File: config.mk
export PLATFORM = sky130hd
export DESIGN_NAME = fetch_unit
export DESIGN_NICKNAME = d
export VERILOG_FILES = /design/src/rtl/fetch_unit.sv
export SDC_FILE = /design/constraint.sdc
export NUM_CORES = 1
export LEC_CHECK = 0
export ABC_CLOCK_PERIOD_IN_PS = 5300
export CAP_MARGIN = 20
export CELL_PAD_IN_SITES_DETAIL_PLACEMENT = 1
export CELL_PAD_IN_SITES_GLOBAL_PLACEMENT = 1
export CORE_AREA = 4 4 185 187
export DETAILED_ROUTE_END_ITERATION = 8
export DIE_AREA = 0 0 189 191
export HOLD_SLACK_MARGIN = 0.02
export PLACE_DENSITY_LB_ADDON = 0.25
export REMOVE_ABC_BUFFERS = 1
export SYNTH_ARGS = -nofsm -noshare
export SYNTH_HDL_FRONTEND = slang
export SYNTH_SLANG_ARGS = --single-unit
File: constraint.sdc
create_clock -name ifu_clock_in -period 5.3 [get_ports ifu_clock_in]
set_input_delay 0.53 -clock ifu_clock_in [delete_from_list [all_inputs] [get_ports ifu_clock_in]]
set_output_delay 0.53 -clock ifu_clock_in [all_outputs]
set_load 0.1 [all_outputs]
File: src/rtl/fetch_unit.sv
// Instruction fetch stage: issues word-aligned reads to a 1-cycle instruction memory
// and queues (instruction, pc) pairs for decode. Redirects flush all buffered and in-flight fetches.
module fetch_unit #(
  parameter logic [31:0] RESET_VECTOR = 32'h0000_0000,
  parameter int          FIFO_DEPTH   = 4
) (
  input  logic        ifu_clock_in,
  input  logic        ifu_reset_in,
  output logic [31:0] ifu_mem_addr_out,
  output logic        ifu_mem_req_out,
  input  logic [31:0] ifu_mem_data_in,
  input  logic        ifu_redirect_in,
  input  logic [31:0] ifu_redirect_pc_in,
  output logic        ifu_ins_valid_out,
  input  logic        ifu_ins_ready_in,
  output logic [31:0] ifu_ins_out,
  output logic [31:0] ifu_pc_out,
  output logic        ifu_misaligned_out
);

  localparam int PTR_W = (FIFO_DEPTH > 1) ? $clog2(FIFO_DEPTH) : 1;
  localparam int CNT_W = PTR_W + 1;
  localparam logic [CNT_W:0] DEPTH_OCC = (CNT_W + 1)'(FIFO_DEPTH);

  logic [31:0]      fetch_pc_reg;
  logic [31:0]      inflight_pc_reg;
  logic             inflight_reg;
  logic             halted_reg;
  logic [CNT_W-1:0] count_reg;
  logic [PTR_W-1:0] wr_ptr_reg;
  logic [PTR_W-1:0] rd_ptr_reg;
  logic [31:0]      ins_mem [FIFO_DEPTH];
  logic [31:0]      pc_mem  [FIFO_DEPTH];

  logic [CNT_W:0] occupancy;
  logic           issue;
  logic           push;
  logic           pop;
  logic           head_valid;

  // Space is reserved for the outstanding request so the response always has a slot.
  assign occupancy  = {1'b0, count_reg} + {{CNT_W{1'b0}}, inflight_reg};
  assign issue      = ifu_reset_in && !halted_reg && !ifu_redirect_in && (occupancy < DEPTH_OCC);
  assign push       = inflight_reg && !ifu_redirect_in;
  assign head_valid = (count_reg != '0);
  assign pop        = head_valid && ifu_ins_ready_in;

  assign ifu_mem_addr_out   = fetch_pc_reg;
  assign ifu_mem_req_out    = issue;
  assign ifu_ins_valid_out  = head_valid;
  assign ifu_ins_out        = head_valid ? ins_mem[rd_ptr_reg] : 32'h0;
  assign ifu_pc_out         = head_valid ? pc_mem[rd_ptr_reg] : 32'h0;
  assign ifu_misaligned_out = halted_reg;

  always_ff @(posedge ifu_clock_in or negedge ifu_reset_in) begin
    if (!ifu_reset_in) begin
      fetch_pc_reg    <= RESET_VECTOR;
      inflight_pc_reg <= 32'h0;
      inflight_reg    <= 1'b0;
      halted_reg      <= 1'b0;
      count_reg       <= '0;
      wr_ptr_reg      <= '0;
      rd_ptr_reg      <= '0;
    end else if (ifu_redirect_in) begin
      // A misaligned target parks the unit until the next aligned redirect.
      fetch_pc_reg <= {ifu_redirect_pc_in[31:2], 2'b00};
      halted_reg   <= |ifu_redirect_pc_in[1:0];
      inflight_reg <= 1'b0;
      count_reg    <= '0;
      wr_ptr_reg   <= '0;
      rd_ptr_reg   <= '0;
    end else begin
      if (issue) begin
        fetch_pc_reg    <= fetch_pc_reg + 32'd4;
        inflight_pc_reg <= fetch_pc_reg;
      end
      inflight_reg <= issue;
      if (push) wr_ptr_reg <= wr_ptr_reg + PTR_W'(1);
      if (pop)  rd_ptr_reg <= rd_ptr_reg + PTR_W'(1);
      unique case ({push, pop})
        2'b10:   count_reg <= count_reg + CNT_W'(1);
        2'b01:   count_reg <= count_reg - CNT_W'(1);
        default: count_reg <= count_reg;
      endcase
    end
  end

  always_ff @(posedge ifu_clock_in) begin
    if (push) begin
      ins_mem[wr_ptr_reg] <= ifu_mem_data_in;
      pc_mem[wr_ptr_reg]  <= inflight_pc_reg;
    end
  end

endmodule

# Word-level counts from Yosys, hierarchy flattened
# Memories as Yosys holds them, arrays and structs flattened.
# Index checks and enable logic that the tools add are counted.
classes:
  n_div: 0
  order_cmp: 1
  n_reduce_logical: 14
  eq_ne: 2
  bitwise_logic: 1
  n_shift: 0
  add_sub_neg: 6
  n_mul: 0
  n_mux: 13
ops:
  columns: ["operator", "n"]
  rows:
  - ["32-bit two-way mux", 4]
  - ["32-bit by 3-bit adder with 32-bit output, second input constant", 1]
  - ["2-bit two-way mux", 4]
  - ["3-bit case mux with 2 select lines", 1]
  - ["2-bit nonzero test", 3]
  - ["3-bit nonzero test", 2]
  - ["1-bit logical AND", 5]
  - ["2-bit by 1-bit adder with 2-bit output, second input constant", 2]
  - ["3-bit by 1-bit adder with 4-bit output", 1]
  - ["4-bit by 3-bit < comparator with 1-bit output, second input constant", 1]
  - ["3-bit by 1-bit adder with 3-bit output, second input constant", 1]
  - ["1-bit two-way mux", 3]
  - ["3-bit two-way mux", 1]
  - ["3-bit by 1-bit subtractor with 3-bit output, second input constant", 1]
  - ["2-bit by 1-bit == test with 1-bit output, second input constant", 1]
  - ["2-bit == test, second input constant", 1]
  - ["1-bit logical NOT", 2]
  - ["2-bit AND reduction", 1]
  - ["2-bit OR reduction", 1]
  - ["1-bit inverter", 1]
word_totals:
  ram_bits: 256
  mem_bits_ro: 0
  mem_count: 2
  inputBits: 68
  reg_bits: 73
  latch_bits: 0
  out_inout_bits: 99
  wordCells: 46
mem_list:
  columns: ["name", "words", "word_bits", "read_ports", "rd_clocked_by_memory_dff", "write_ports", "line_no", "source"]
  rows:
  - ["ins_mem", 4, 32, 1, 0, 1, "32", "logic [31:0] ins_mem [FIFO_DEPTH];"]
  - ["pc_mem", 4, 32, 1, 0, 1, "33", "logic [31:0] pc_mem [FIFO_DEPTH];"]

# Longest topological paths before layout
logic_depth:
  word_depth: 6
  mapped_depth: 8
  depth_no_buf: 7

# Worst setup path after synthesis
# No wires, ideal clock.
synth_timing:
  path_kind: "register -> output"
  startpoint: "register count_reg[0]"
  endpoint: "output port ifu_pc_out[22]"
  setup_slack_ns: 2.145
  n_path_buf: 2
  t_required_ns: 4.770
  arrival_ns: 2.625
  path_stages_with_launch: 5
  path_cell_list: "dfrtp_1 > or3_1 > clkbuf_1 > clkbuf_1 > and2_1"
synth_via:
  elab_chain_len: 2
synth_lines:
  columns: ["item", "line_no", "source"]
  rows:
  - ["from (decl)", "29", "logic [CNT_W-1:0] count_reg;"]
  - ["from (signal assigned)", "81", "2'b10: count_reg <= count_reg + CNT_W'(1);"]
  - ["from (signal assigned)", "82", "2'b01: count_reg <= count_reg - CNT_W'(1);"]
  - ["from (signal assigned)", "83", "default: count_reg <= count_reg;"]
  - ["3-bit nonzero test", "45", "assign head_valid = (count_reg != '0);"]
  - ["net ifu_ins_valid_out", "14", "output logic ifu_ins_valid_out,"]
  - ["32-bit two-way mux", "52", "assign ifu_pc_out = head_valid ? pc_mem[rd_ptr_reg] : 32'h0;"]
  - ["to (decl)", "17", "output logic [31:0] ifu_pc_out,"]
# The timed path passes the listed nets, and every way through them passes these cells.

# Worst setup path in the final report
layout_timing:
  startpoint: "register rd_ptr_reg[0]"
  endpoint: "output port ifu_pc_out[11]"
layout_via:
  elab_chain_len: 2
layout_lines:
  columns: ["item", "line_no", "source"]
  rows:
  - ["from (decl)", "31", "logic [PTR_W-1:0] rd_ptr_reg;"]
  - ["from (signal assigned)", "79", "if (pop) rd_ptr_reg <= rd_ptr_reg + PTR_W'(1);"]
  - ["memory read 4 x 32 bit", null, null]
  - ["32-bit two-way mux", "52", null]
# No other way between the ends.

==> results.ini <==
[outcome]
status = completed

[clocking]
postCtsSetupRepairBufs = 0
h-tree-depth = 2
cts_buffer_depth = 3
cts_num_sinks = 317
cts_root_buf = clkbuf_16
cts_tree = built
cts.clk_slew.worst_paths_ns = 0.06
cts_inserted_buffers = 36
worstSkewPairLatency_ns = 0.51

[grt]
use_met3 = 0.0436
gr-total-overflow = 0
met1_usage = 0.243
grtUsageTotal = 0.174
antenna_found_initial = 1
grt_pass1_vias = 8142
use_met2 = 0.283
busiest_layer = met2
grt_max_degree = 64
grt_pass1_wl_um = 48900

[floorplanning]
die_area_um2 = 36100
die_y_um = 191
core-area_um2 = 32500
io_pins = 167
die_w_um = 189
fp-row-count = 66
start_util = 0.396

[yosys]
synth_flop_cell = edfxtp_1
netlist_area_um2 = 12800
syn-mean-instance-area_um2 = 16.1
synth_edf_count = 248
syn_inst = 796
synth_cell_types = 52
yosysSeqAreaShare = 0.714
synth-seq-cells = 317
ys_warn_count = 0
synthArstFlopShare = 0.218

[worst_setup_path]
crit_required_ns = 4.77
r2r-end = count_reg[2]$_DFFE_PN0P_
reg2reg_from = count_reg[1]$_DFFE_PN0P_
end_kind = primary output
endpoint = ifu_pc_out[11]
worst_setup_path_start_kind = flip-flop
ff2ff_setup_slack_ns = 2.58
setup.worst_path.start = rd_ptr_reg[0]$_DFFE_PN0P_
critPathKind = flip-flop to primary output
crit_fanout = 37
rr_worst_depth = 7
arrival_ns = 3.51

[final_layout]
biggestRegsByFlops = ins_mem x128, pc_mem x120
final_nets = 1039
final_layout_size_suffix_gt1_frac = 0.145
largest-register = ins_mem
post-route-util = 0.494
n_fill_cell = 3148
largest_reg_flops = 128
design_area_um2 = 16000
area_growth_syn_to_layout_pct = 24.9
n_antenna_cell = 0

[timing]
hold_slack_ns = 0.424
min_period_ns = 4.04
worst_pin_slew_ns = 1.07
setup_tns_ns = 0
setup_violations = 0
fin_skew_ns = 0.0171
worst_slack_ns = 1.26
slew_headroom = 0.283
hold_violations = 0
final_max_slew_viol_count = 0
period_share = 0.762
fmax_mhz = 248
rsz0062_at_grt = false

[job]
max-cap-violations = 0

[drt]
vias = 7393
firstDrtPassIters = 4
ant_nets = 0
routed_wl_um = 31100
via_per_inst = 5.16
drc = 0
drtIter0Drc = 366
wl_per_cell_um = 21.7

[power_and_ir_drop]
ir_drop_mv = 0.399
leakage_nw = 5.57
cellPowerDensity_nw_per_um2 = 586

[worst_hold_path]
hold_class = input pin to flip-flop

[placed_design]
dp_hpwl_um = 18500
place_area_um2 = 14900
gp_congestion = 0.741
port_buffers = 162
place_ws_ns = 1.70

## cell families after synthesis
family	after synthesis	synth area share
AO/OA/AOI/OAI	70	0.0366
XOR/XNOR	5	0.00341
adder cells (fa/ha/maj)	6	0.00643
buffers and inverters	55	0.0184
flip-flops	317	0.714
multiplexers	66	0.112
other	1	0.000292
AND/OR/NAND/NOR	276	0.109
## metal layers
metal	up-vias	share of wire
met3	29	0.057
met5	-	0
met2	167	0.48
met1	3838	0.45
li1	3359	-
met4	0	0.012
## how the worst min path moves through the flow
stage / startpoint / to / slack (ns) / depth (start not counted)
floorplan: ifu_reset_in / count_reg[0]$_DFFE_PN0P_ / 0.23 / 0
global route: ifu_redirect_in / count_reg[1]$_DFFE_PN0P_ / 0.44 / 2
finish: ifu_redirect_in / wr_ptr_reg[0]$_DFFE_PN0P_ / 0.42 / 2
global placement: ifu_reset_in / ifu_mem_addr_out[30]$_DFFE_PN0P_ / 0.45 / 1
CTS: ifu_redirect_in / wr_ptr_reg[0]$_DFFE_PN0P_ / 0.41 / 2
detailed placement: ifu_reset_in / ifu_mem_addr_out[30]$_DFFE_PN0P_ / 0.46 / 1
## what timing repair did
item | in CTS | in global routing
gates resized for setup | 0 | 0
endpoints found under the setup margin | 0 | 0
hold buffers | 1 | 0
endpoints found under the hold margin | 21 | 0
## cell usage in the layout (no fill, tap or decap), drive strengths merged, types with 5 or more instances in the layout
cell type	n
and2	67
clkdlybuf4s50	159
nor2	20
clkinv	17
edfxtp	248
a31oi	5
dfrtp	69
nor3	5
ha	5
a22oi	5
nand2	132
inv	10
buf	14
nand3	23
nand4	7
a21oi	7
o211ai	8
clkbuf	44
o21ai	23
mux4	62
o311ai	13
## report_power, final
group	total, W	internal [W]	switching [W]
logic	0.00393	0.000981	0.00295
registers	0.00317	0.00293	0.000245
clock network	0.00229	0.00134	0.000955
## area by class of cell
type                       instances  area [µm²]  share of cell area
clock buffer                      44         962              0.0600
clock inverter                    20         123             0.00764
inverter                           9        33.8             0.00211
multi-input combinational        427        3460               0.215
sequential                       317        9180               0.572
tap                              442         553              0.0345
timing repair buffer             174        1740               0.108
## cell usage after synthesis (all sizes together), types with 2 or more instances
cell type  instances  area [µm²]
nand4              7        43.8
nand2            132         510
dfrtp             69        1730
mux4              62        1400
nor2              20        75.1
xor2               3        26.3
nand3             23         128
ha                 5        62.6
o311ai            13         114
o211ai             8        60.1
nor4               3        48.8
buf               19         101
or4                3        22.5
edfxtp           248        7450
a31oi              5        31.3
a31o               3        26.3
mux2i              4        40.0
a22oi              5        37.5
o21ai             23         115
and2              67         419
nor2b              2        12.5
a21oi              7        35.0
and3               4        26.3
clkbuf            27         101
xnor2              2        17.5
nor3               5        25.0
inv                9        33.8
## metrics by stage
step,instances,total power (W)
global placement,1367,0.00717
detailed placement,1367,0.00721
floorplan,753,0.00617
global route,1433,0.00978
CTS,1432,0.00952
finish,1433,0.00940
## worst max-delay path, stage by stage (launching register included)
cell,delay (ns)
dfrtp_4,0.80
buf_12,0.39
mux4_2,0.54
and2_1,0.19
clkdlybuf4s50_1,0.97
Note: power is estimated with default switching activity, not from simulation.
